$ cat config.mk
export PLATFORM = sky130hd
export DESIGN_NAME = dmem_access_ctrl
export DESIGN_NICKNAME = d
export VERILOG_FILES = /design/src/rtl/dmem_access_ctrl.sv
export SDC_FILE = /design/constraint.sdc
export NUM_CORES = 1
export LEC_CHECK = 0
export BUFFER_PORTS_ARGS = -buffer_cell sky130_fd_sc_hd__buf_2
export CAP_MARGIN = 30
export CORE_MARGIN = 8
export CORE_UTILIZATION = 53
export DETAILED_ROUTE_END_ITERATION = 8
export GPL_TIMING_DRIVEN = 0
export PLACE_DENSITY = 0.87
export SYNTH_ARGS = -nofsm -noshare
export SYNTH_HDL_FRONTEND = slang
export SYNTH_SLANG_ARGS = --single-unit
$ cat constraint.sdc
create_clock -name clk -period 7.7 [get_ports clk]
set_clock_uncertainty 0.05 [all_clocks]
set_input_delay 1.54 -clock clk [delete_from_list [all_inputs] [get_ports clk]]
set_output_delay 1.54 -clock clk [all_outputs]
set_load 0.005 [all_outputs]
$ cat src/rtl/dmem_access_ctrl.sv
// Data-memory access controller: one SEQ memory-stage request -> 8 byte xfers.
// Optional DMEM_TIMEOUT_EN aborts a transfer when mem_ack never arrives.
`timescale 1ns/1ps
module dmem_access_ctrl #(
  parameter int MEM_BYTES      = 2048,
  parameter int ADDR_W         = 11,
  parameter int TIMEOUT_CYCLES = 16
) (
  input  logic              clk,
  input  logic              rst_n,
  input  logic              start,
  input  logic [3:0]        icode,
  input  logic [63:0]       valA,
  input  logic [63:0]       valE,
  input  logic [63:0]       valP,
  output logic [63:0]       valM,
  output logic              dmem_error,
  output logic              busy,
  output logic              done,
  output logic              mem_req,
  output logic              mem_we,
  output logic [ADDR_W-1:0] mem_addr,
  output logic [7:0]        mem_wdata,
  input  logic [7:0]        mem_rdata,
  input  logic              mem_ack
);

  typedef enum logic [1:0] {
    S_IDLE,
    S_XFER,
    S_DONE
  } state_t;

  typedef struct packed {
    logic [ADDR_W-1:0] addr;
    logic [63:0]       data;
    logic              we;
  } req_t;

  localparam logic [63:0] MAX_BASE = 64'(MEM_BYTES - 8);

  state_t      state;
  state_t      state_n;
  req_t        req;
  req_t        dec_req;
  logic [63:0] dec_base;
  logic        dec_mem;
  logic        dec_err;
  logic [2:0]  cnt;
  logic        xfer;
  logic        take;
  logic        last_ack;
  logic        timeout_hit;

`ifdef DMEM_TIMEOUT_EN
  localparam int WAIT_W = $clog2(TIMEOUT_CYCLES + 1);
  localparam logic [WAIT_W-1:0] WAIT_MAX = WAIT_W'(TIMEOUT_CYCLES - 1);

  logic [WAIT_W-1:0] wait_cnt;

  assign timeout_hit = xfer && !mem_ack
                    && (wait_cnt == WAIT_MAX);

  // Consecutive no-ack cycles; cleared by every ack and every new request
  always_ff @(posedge clk or negedge rst_n) begin
    if (!rst_n) begin
      wait_cnt <= '0;
    end else if (take || (xfer && mem_ack)) begin
      wait_cnt <= '0;
    end else if (xfer && !timeout_hit) begin
      wait_cnt <= wait_cnt + 1'b1;
    end
  end
`else
  assign timeout_hit = 1'b0;
`endif

  // Decode icode into base address, write data and direction
  always_comb begin
    dec_base = '0;
    dec_req  = '0;
    dec_mem  = 1'b0;
    unique case (1'b1)
      (icode == 4'h5): begin
        dec_mem  = 1'b1;
        dec_base = valE;
      end
      (icode == 4'h9),
      (icode == 4'hB): begin
        dec_mem  = 1'b1;
        dec_base = valA;
      end
      (icode == 4'h4),
      (icode == 4'hA): begin
        dec_mem      = 1'b1;
        dec_base     = valE;
        dec_req.data = valA;
        dec_req.we   = 1'b1;
      end
      (icode == 4'h8): begin
        dec_mem      = 1'b1;
        dec_base     = valE;
        dec_req.data = valP;
        dec_req.we   = 1'b1;
      end
      default: ;
    endcase
    dec_req.addr = dec_base[ADDR_W-1:0];
    dec_err      = dec_mem && (dec_base > MAX_BASE);
  end

  assign xfer     = (state == S_XFER);
  assign take     = (state == S_IDLE) && start;
  assign last_ack = xfer && mem_ack && (cnt == 3'd7);

  // FSM state register
  always_ff @(posedge clk or negedge rst_n) begin
    if (!rst_n) begin
      state <= S_IDLE;
    end else begin
      state <= state_n;
    end
  end

  // FSM next-state logic
  always_comb begin
    state_n = state;
    unique case (state)
      S_IDLE: begin
        if (start) begin
          if (dec_mem && !dec_err) begin
            state_n = S_XFER;
          end else begin
            state_n = S_DONE;
          end
        end
      end
      S_XFER: begin
        if (last_ack || timeout_hit) begin
          state_n = S_DONE;
        end
      end
      S_DONE: begin
        state_n = S_IDLE;
      end
      default: begin
        state_n = S_IDLE;
      end
    endcase
  end

  // Request latch and byte counter
  always_ff @(posedge clk or negedge rst_n) begin
    if (!rst_n) begin
      req <= '0;
      cnt <= '0;
    end else if (take) begin
      req <= dec_req;
      cnt <= '0;
    end else if (xfer && mem_ack) begin
      cnt <= cnt + 3'd1;
    end
  end

  // Read data assembly, little-endian by byte index
  always_ff @(posedge clk or negedge rst_n) begin
    if (!rst_n) begin
      valM <= '0;
    end else if (xfer && mem_ack && !req.we) begin
      valM[{cnt, 3'b000} +: 8] <= mem_rdata;
    end
  end

  // Error flag: set by a bad address or a timeout, cleared by next request
  always_ff @(posedge clk or negedge rst_n) begin
    if (!rst_n) begin
      dmem_error <= 1'b0;
    end else if (take) begin
      dmem_error <= dec_err;
    end else if (timeout_hit) begin
      dmem_error <= 1'b1;
    end
  end

  assign busy      = xfer;
  assign done      = (state == S_DONE);
  assign mem_req   = xfer;
  assign mem_we    = xfer && req.we;
  assign mem_addr  = xfer ? (req.addr + ADDR_W'(cnt)) : '0;
  assign mem_wdata = (xfer && req.we)
                   ? req.data[{cnt, 3'b000} +: 8] : '0;

endmodule
* Yosys cells after proc, flatten, opt, wreduce, memory -nomap -nowiden *
Cells that the tools add are included.

cells by class
  shift-type cells = 3
  muxes and demuxes = 12
  equal/unequal tests = 11
  order comparisons = 1
  add/sub/neg operators = 3
  reduce and logical (&&, ||, !) cells = 16

operator list
  cell                                                   number
  one-hot mux 65 bit (2 select lines)                    1
  one-hot mux 64 bit (2 select lines)                    1
  bitwise mux 64 bit                                     1
  > comparator 64 x 11 -> 1 bit (second input constant)  1
  variable shift 8 x 8 -> 64 bit (first input constant)  1
  indexed part select 64 x 7 -> 8 bit                    1
  indexed part select 8 x 8 -> 64 bit                    1
  == test 4 bit (second input constant)                  4
  adder 11 x 3 -> 11 bit                                 1
  two-way mux 11 bit                                     1
  == test 4 x 3 -> 1 bit (second input constant)         2
  two-way mux 8 bit                                      1
  negation 6 -> 8 bit                                    1
  logical AND 1 bit                                      7
  two-way mux 2 bit                                      3
  two-way mux 3 bit                                      2
  OR reduction 6 bit                                     1
  one-hot mux 2 bit (2 select lines)                     1
  OR reduction 2 bit                                     2
  OR reduction 4 bit                                     1
  adder 3 x 1 -> 3 bit (second input constant)           1
  == test 3 bit (second input constant)                  1
  == test 2 x 1 -> 1 bit (second input constant)         1
  == test 2 bit (second input constant)                  1
  other kinds (7)                                        8

storage, ports and cells
  flip-flop bits (word level) = 146
  word-level logic and storage cells = 53

* Longest topological paths before layout *
  depth in word-level cells = 10
  depth in mapped cells = 9

* Worst setup path before layout *
Ideal clock, no wire load.

  path kind = register -> output
  from = reg cnt[0]
  to = out mem_addr[8]
  stages on the path, launching flop included = 7
  path slack = 4.470 ns
  buffers on the path = 0
  arrival = 1.640 ns
  cells stage by stage = dfrtp_1 ha_1 fa_1 a21o_1 and4_1 xnor2_1 nor2_1

between the ends
  cells in the longest elaborated chain, start to end = 2

RTL lines
  element                 RTL line  text
  start, declared         49        logic [2:0] cnt;
  start signal, assigned  161       cnt <= cnt + 3'd1;
  adder 11 x 3 -> 11 bit  189       assign mem_addr = xfer ? (req.addr + ADDR_W'(cnt)) : '0;
  two-way mux 11 bit      189
  end, declared           22        output logic [ADDR_W-1:0] mem_addr,

Every way passes these cells.

* Worst setup path in the final report *
  from = reg cnt[1]
  to = out mem_wdata[3]

between the ends
  cells in the longest elaborated chain, start to end = 2

RTL lines
  element                              RTL line  text
  indexed part select 64 x 7 -> 8 bit  191       ? req.data[{cnt, 3'b000} +: 8] : '0;
  two-way mux 8 bit                    191
  end, declared                        23        output logic [7:0] mem_wdata,

Every way passes these cells.

==> results by group <==
Run status
  • Status: finished, final reports clean

Worst setup path
  • Arr. time, crit path: 2940 ps
  • Slowest cell delay on critical path: 580 ps
  • Buf+Inv Stages, Crit Path: 3
  • Worst path slowest cell: clkbuf_1
  • Internal reg-to-reg setup slack: 3940 ps
  • CP Class: reg2out
  • Worst r2r src: cnt[1]$_DFFE_PN0P_
  • Critical Path Start Type: register
  • Delay-heaviest family, CP: buffers and inverters
  • Maximum fanout along the worst path: 10
  • Crit-path cells: clkbuf_1 > clkbuf_1 > mux4_2 > nand2_1 > a21oi_1 > buf_2
  • CP most frequent cell: clkbuf_1
  • Critical Path Sink Type: primary output
  • RR Endpoint: valM[59]$_DFFE_PN0P_
  • CP required: 6110 ps
  • Worst reg-to-reg path cell count: 8

Clock network
  • CTS Hold Buffers Added: 0
  • Root buffer cell: clkbuf_16
  • Max clock buf depth: 2
  • Post-CTS Setup Inserts: 0
  • CTS tree: done
  • # resized after CTS: 0
  • Clock Sinks: 146
  • Total number of H-tree levels: 4
  • CTS Buf Count: 17
  • Worst-skew pair later-pin latency: 420 ps
  • Clock Pin Slew Worst Setup and Hold Paths: 60 ps

GRT
  • Pin count of the biggest net entering global routing: 87
  • GRT Total Usage: 28.80%
  • Total gr overflow: 0
  • Met3 usage: 9.187%
  • First-pass GRT wire length: 39.77 mm
  • Vias in the first global route: 7,449
  • Global routing met1 resource utilization: 33.21%
  • Initial antenna violation count: 3
  • Most Crowded Layer GR: met2
  • Met2 global-route usage: 46.91%

STA
  • Final Setup Violations: 0
  • RSZ-0062 raised after global routing: false
  • Worst setup margin: 3175 ps
  • Max Slew Vio Count: 0
  • Least-Margin Pin Slew: 774.0 ps
  • Slew margin rel.: 48.21%
  • Setup tns final: 0 ps
  • Min Tclk post-route: 4525 ps
  • Final period util: 58.77%
  • Final Hold Fails: 0
  • Fmax: 221.0 MHz
  • Min Hold Slack: 450.0 ps

Final layout
  • Design Area, Final: 0.009661 sq mm
  • Fin cells: 1,171
  • Area of the multi-input gates: 0.003437 sq mm
  • Final net count: 1,194
  • Seq. cell area: 0.003654 sq mm
  • Filler cells: 1,018
  • Area grow syn2layout: 31.96%
  • Layout cells sized above 1: 43.68%
  • Fin util: 70.69%

Placed design
  • Pre-CTS setup slack: 3868 ps
  • Final HPWL DP: 20.05 mm
  • DP Cell Count: 1,139
  • Buffers on Ports: 294
  • GPL Wtd Cong: 0.9472
  • Area after DPL: 0.009056 sq mm

Detailed routing
  • Antenna Violating Nets Remaining: 0
  • Routed wire length: 26.03 mm
  • Vias/cell: 6.050
  • DRT iter0 DRCs: 563
  • Via count: 7,085
  • Drt wl/cell: 22.23 um
  • DRT Pass-1 Iters: 5
  • DRC: 0

Floorplanning
  • I/O pin count: 296
  • Die Y: 133.5 um
  • Die width: 133.5 um
  • Die area: 0.01783 sq mm
  • Core box area: 0.01367 sq mm
  • Initial Utilization: 53.57%
  • FP Rows: 43

Synth
  • Synth cell types: 48
  • Yosys top cell by area: dfrtp_1
  • EDFF count, synth: 0
  • Syn_nets: 879
  • Yosys reg bits: 146
  • Cells after synthesis: 663
  • Synth top area share: 49.91%
  • Most used flip-flop cell after synthesis: dfrtp_1
  • Synth Cell Area: 0.007321 sq mm
  • Ys async rst share: 100.0%
  • Seq/Total Area, Yosys: 49.91%
  • Yosys warnings: 0
  • Ranking of synthesized cells by area: dfrtp_1 50%, mux2_2 10%, a221oi_1 7.7%
  • Mapped Avg Cell Area: 11.04 sq um

Hold path
  • WHS Endpoint: valM[0]$_DFFE_PN0P_
  • Worst hold path stage count: 1
  • Hold WC Path Type: reg2reg
  • Worst hold path startpoint: valM[0]$_DFFE_PN0P_

Power
  • Peak supply drop: 0.2078 mV
  • Leakage Power: 4.865 nW
  • Pwr Density: 318.4 mW/mm^2
  • Total Power: 3.076 mW

Run
  • Max_cap viols: 0
-- worst register-to-register path, stage by stage, from the launching register on --
cell and delay, ps:
dfrtp_1 410, clkbuf_1 520, clkbuf_1 580, inv_1 100
ha_1 200, ha_1 310, nor3_1 410, nor4b_4 620
mux2_2 420
-- power by group --
group / switching [mW] / leakage (nW) / internal [mW] / total [mW]
combinational: 0.555 / 2.68 / 0.478 / 1.03
clock: 0.299 / 0.298 / 0.533 / 0.832
sequential: 0.181 / 1.88 / 1.03 / 1.21
-- registers in the layout (all words and copies together), names as in the netlist --
register and count:
dmem_error 1, valM 64, state 2, cnt 3
req 76
-- layer usage --
layer / share of wire (%) / vias to the layer above
met4: 4.7 / 2
met3: 9.5 / 91
li1: - / 3100
met5: 0.065 / -
met2: 49 / 447
met1: 37 / 3445
-- cell usage in the layout (no fill, tap or decap), types with 3 or more instances in the layout --
| master | n |
|---|---|
| buf_6 | 3 |
| dfrtp_1 | 146 |
| mux2_4 | 8 |
| mux4_2 | 16 |
| a221oi_1 | 64 |
| nor4_1 | 24 |
| inv_1 | 3 |
| buf_4 | 5 |
| and2_1 | 4 |
| a22oi_1 | 11 |
| nand4_1 | 7 |
| clkbuf_1 | 34 |
| buf_1 | 3 |
| mux2_2 | 68 |
| a21o_1 | 3 |
| and3_1 | 5 |
| clkbuf_8 | 7 |
| buf_2 | 297 |
| nand2_1 | 39 |
| o21ai_0 | 12 |
| ha_1 | 7 |
| xnor2_1 | 4 |
| clkbuf_16 | 17 |
| a21oi_1 | 10 |
| xor2_1 | 5 |
| nand3_1 | 4 |
| nor3_1 | 5 |
| nor2_1 | 145 |
-- kinds of logic (layout without fill, tap and decap cells) --
group | count (synthesis) | count (layout) | share of synthesized area (%)
simple gates | 249 | 249 | 15.60
other cells | 0 | 2 | 0
flops | 146 | 146 | 49.91
buf+inv | 50 | 376 | 3.145
fa+ha+maj | 8 | 8 | 1.470
compound gates | 109 | 109 | 11.78
mux | 92 | 92 | 17.02
xor+xnor | 9 | 9 | 1.077
-- layout make-up --
| cell class | count | share of cell area, % |
|---|---|---|
| multi-input cells | 467 | 35.58 |
| diodes | 2 | 0.05181 |
| flip-flops and latches | 146 | 37.82 |
| clock buffers | 26 | 5.479 |
| well taps | 180 | 2.331 |
| plain buffers | 45 | 2.137 |
| clock inverters | 4 | 0.7253 |
| inverters | 5 | 0.2461 |
| repair buffers | 296 | 15.63 |
-- cell usage after synthesis (3+ instances only) --
library cell	number
a21o_1	3
a21oi_1	10
a221oi_1	64
a22oi_1	11
and2_1	4
and3_1	5
buf_1	3
buf_2	3
buf_4	5
clkbuf_1	32
dfrtp_1	146
ha_1	7
inv_1	3
mux2_2	68
mux2_4	8
mux4_2	16
nand2_1	39
nand3_1	4
nand4_1	7
nor2_1	145
nor3_1	5
nor4_1	24
o21ai_0	12
xnor2_1	4
xor2_1	5
-- worst max-delay path by stage --
stage / startpoint / endpoint / slack [ps] / cells past startpoint
2_1_floorplan: cnt[0]$_DFFE_PN0P_ / mem_addr[8] / 4470 / 6
3_3_place_gp: rst_n / req[58]$_DFFE_PN0P_ / 3070 / 1
3_5_place_dp: cnt[1]$_DFFE_PN0P_ / mem_wdata[3] / 3870 / 6
4_1_cts: cnt[1]$_DFFE_PN0P_ / mem_wdata[3] / 3290 / 6
5_1_grt: cnt[1]$_DFFE_PN0P_ / mem_wdata[3] / 3170 / 6
6_report: cnt[1]$_DFFE_PN0P_ / mem_wdata[3] / 3170 / 6
Note: power is estimated with default switching activity, not from simulation.
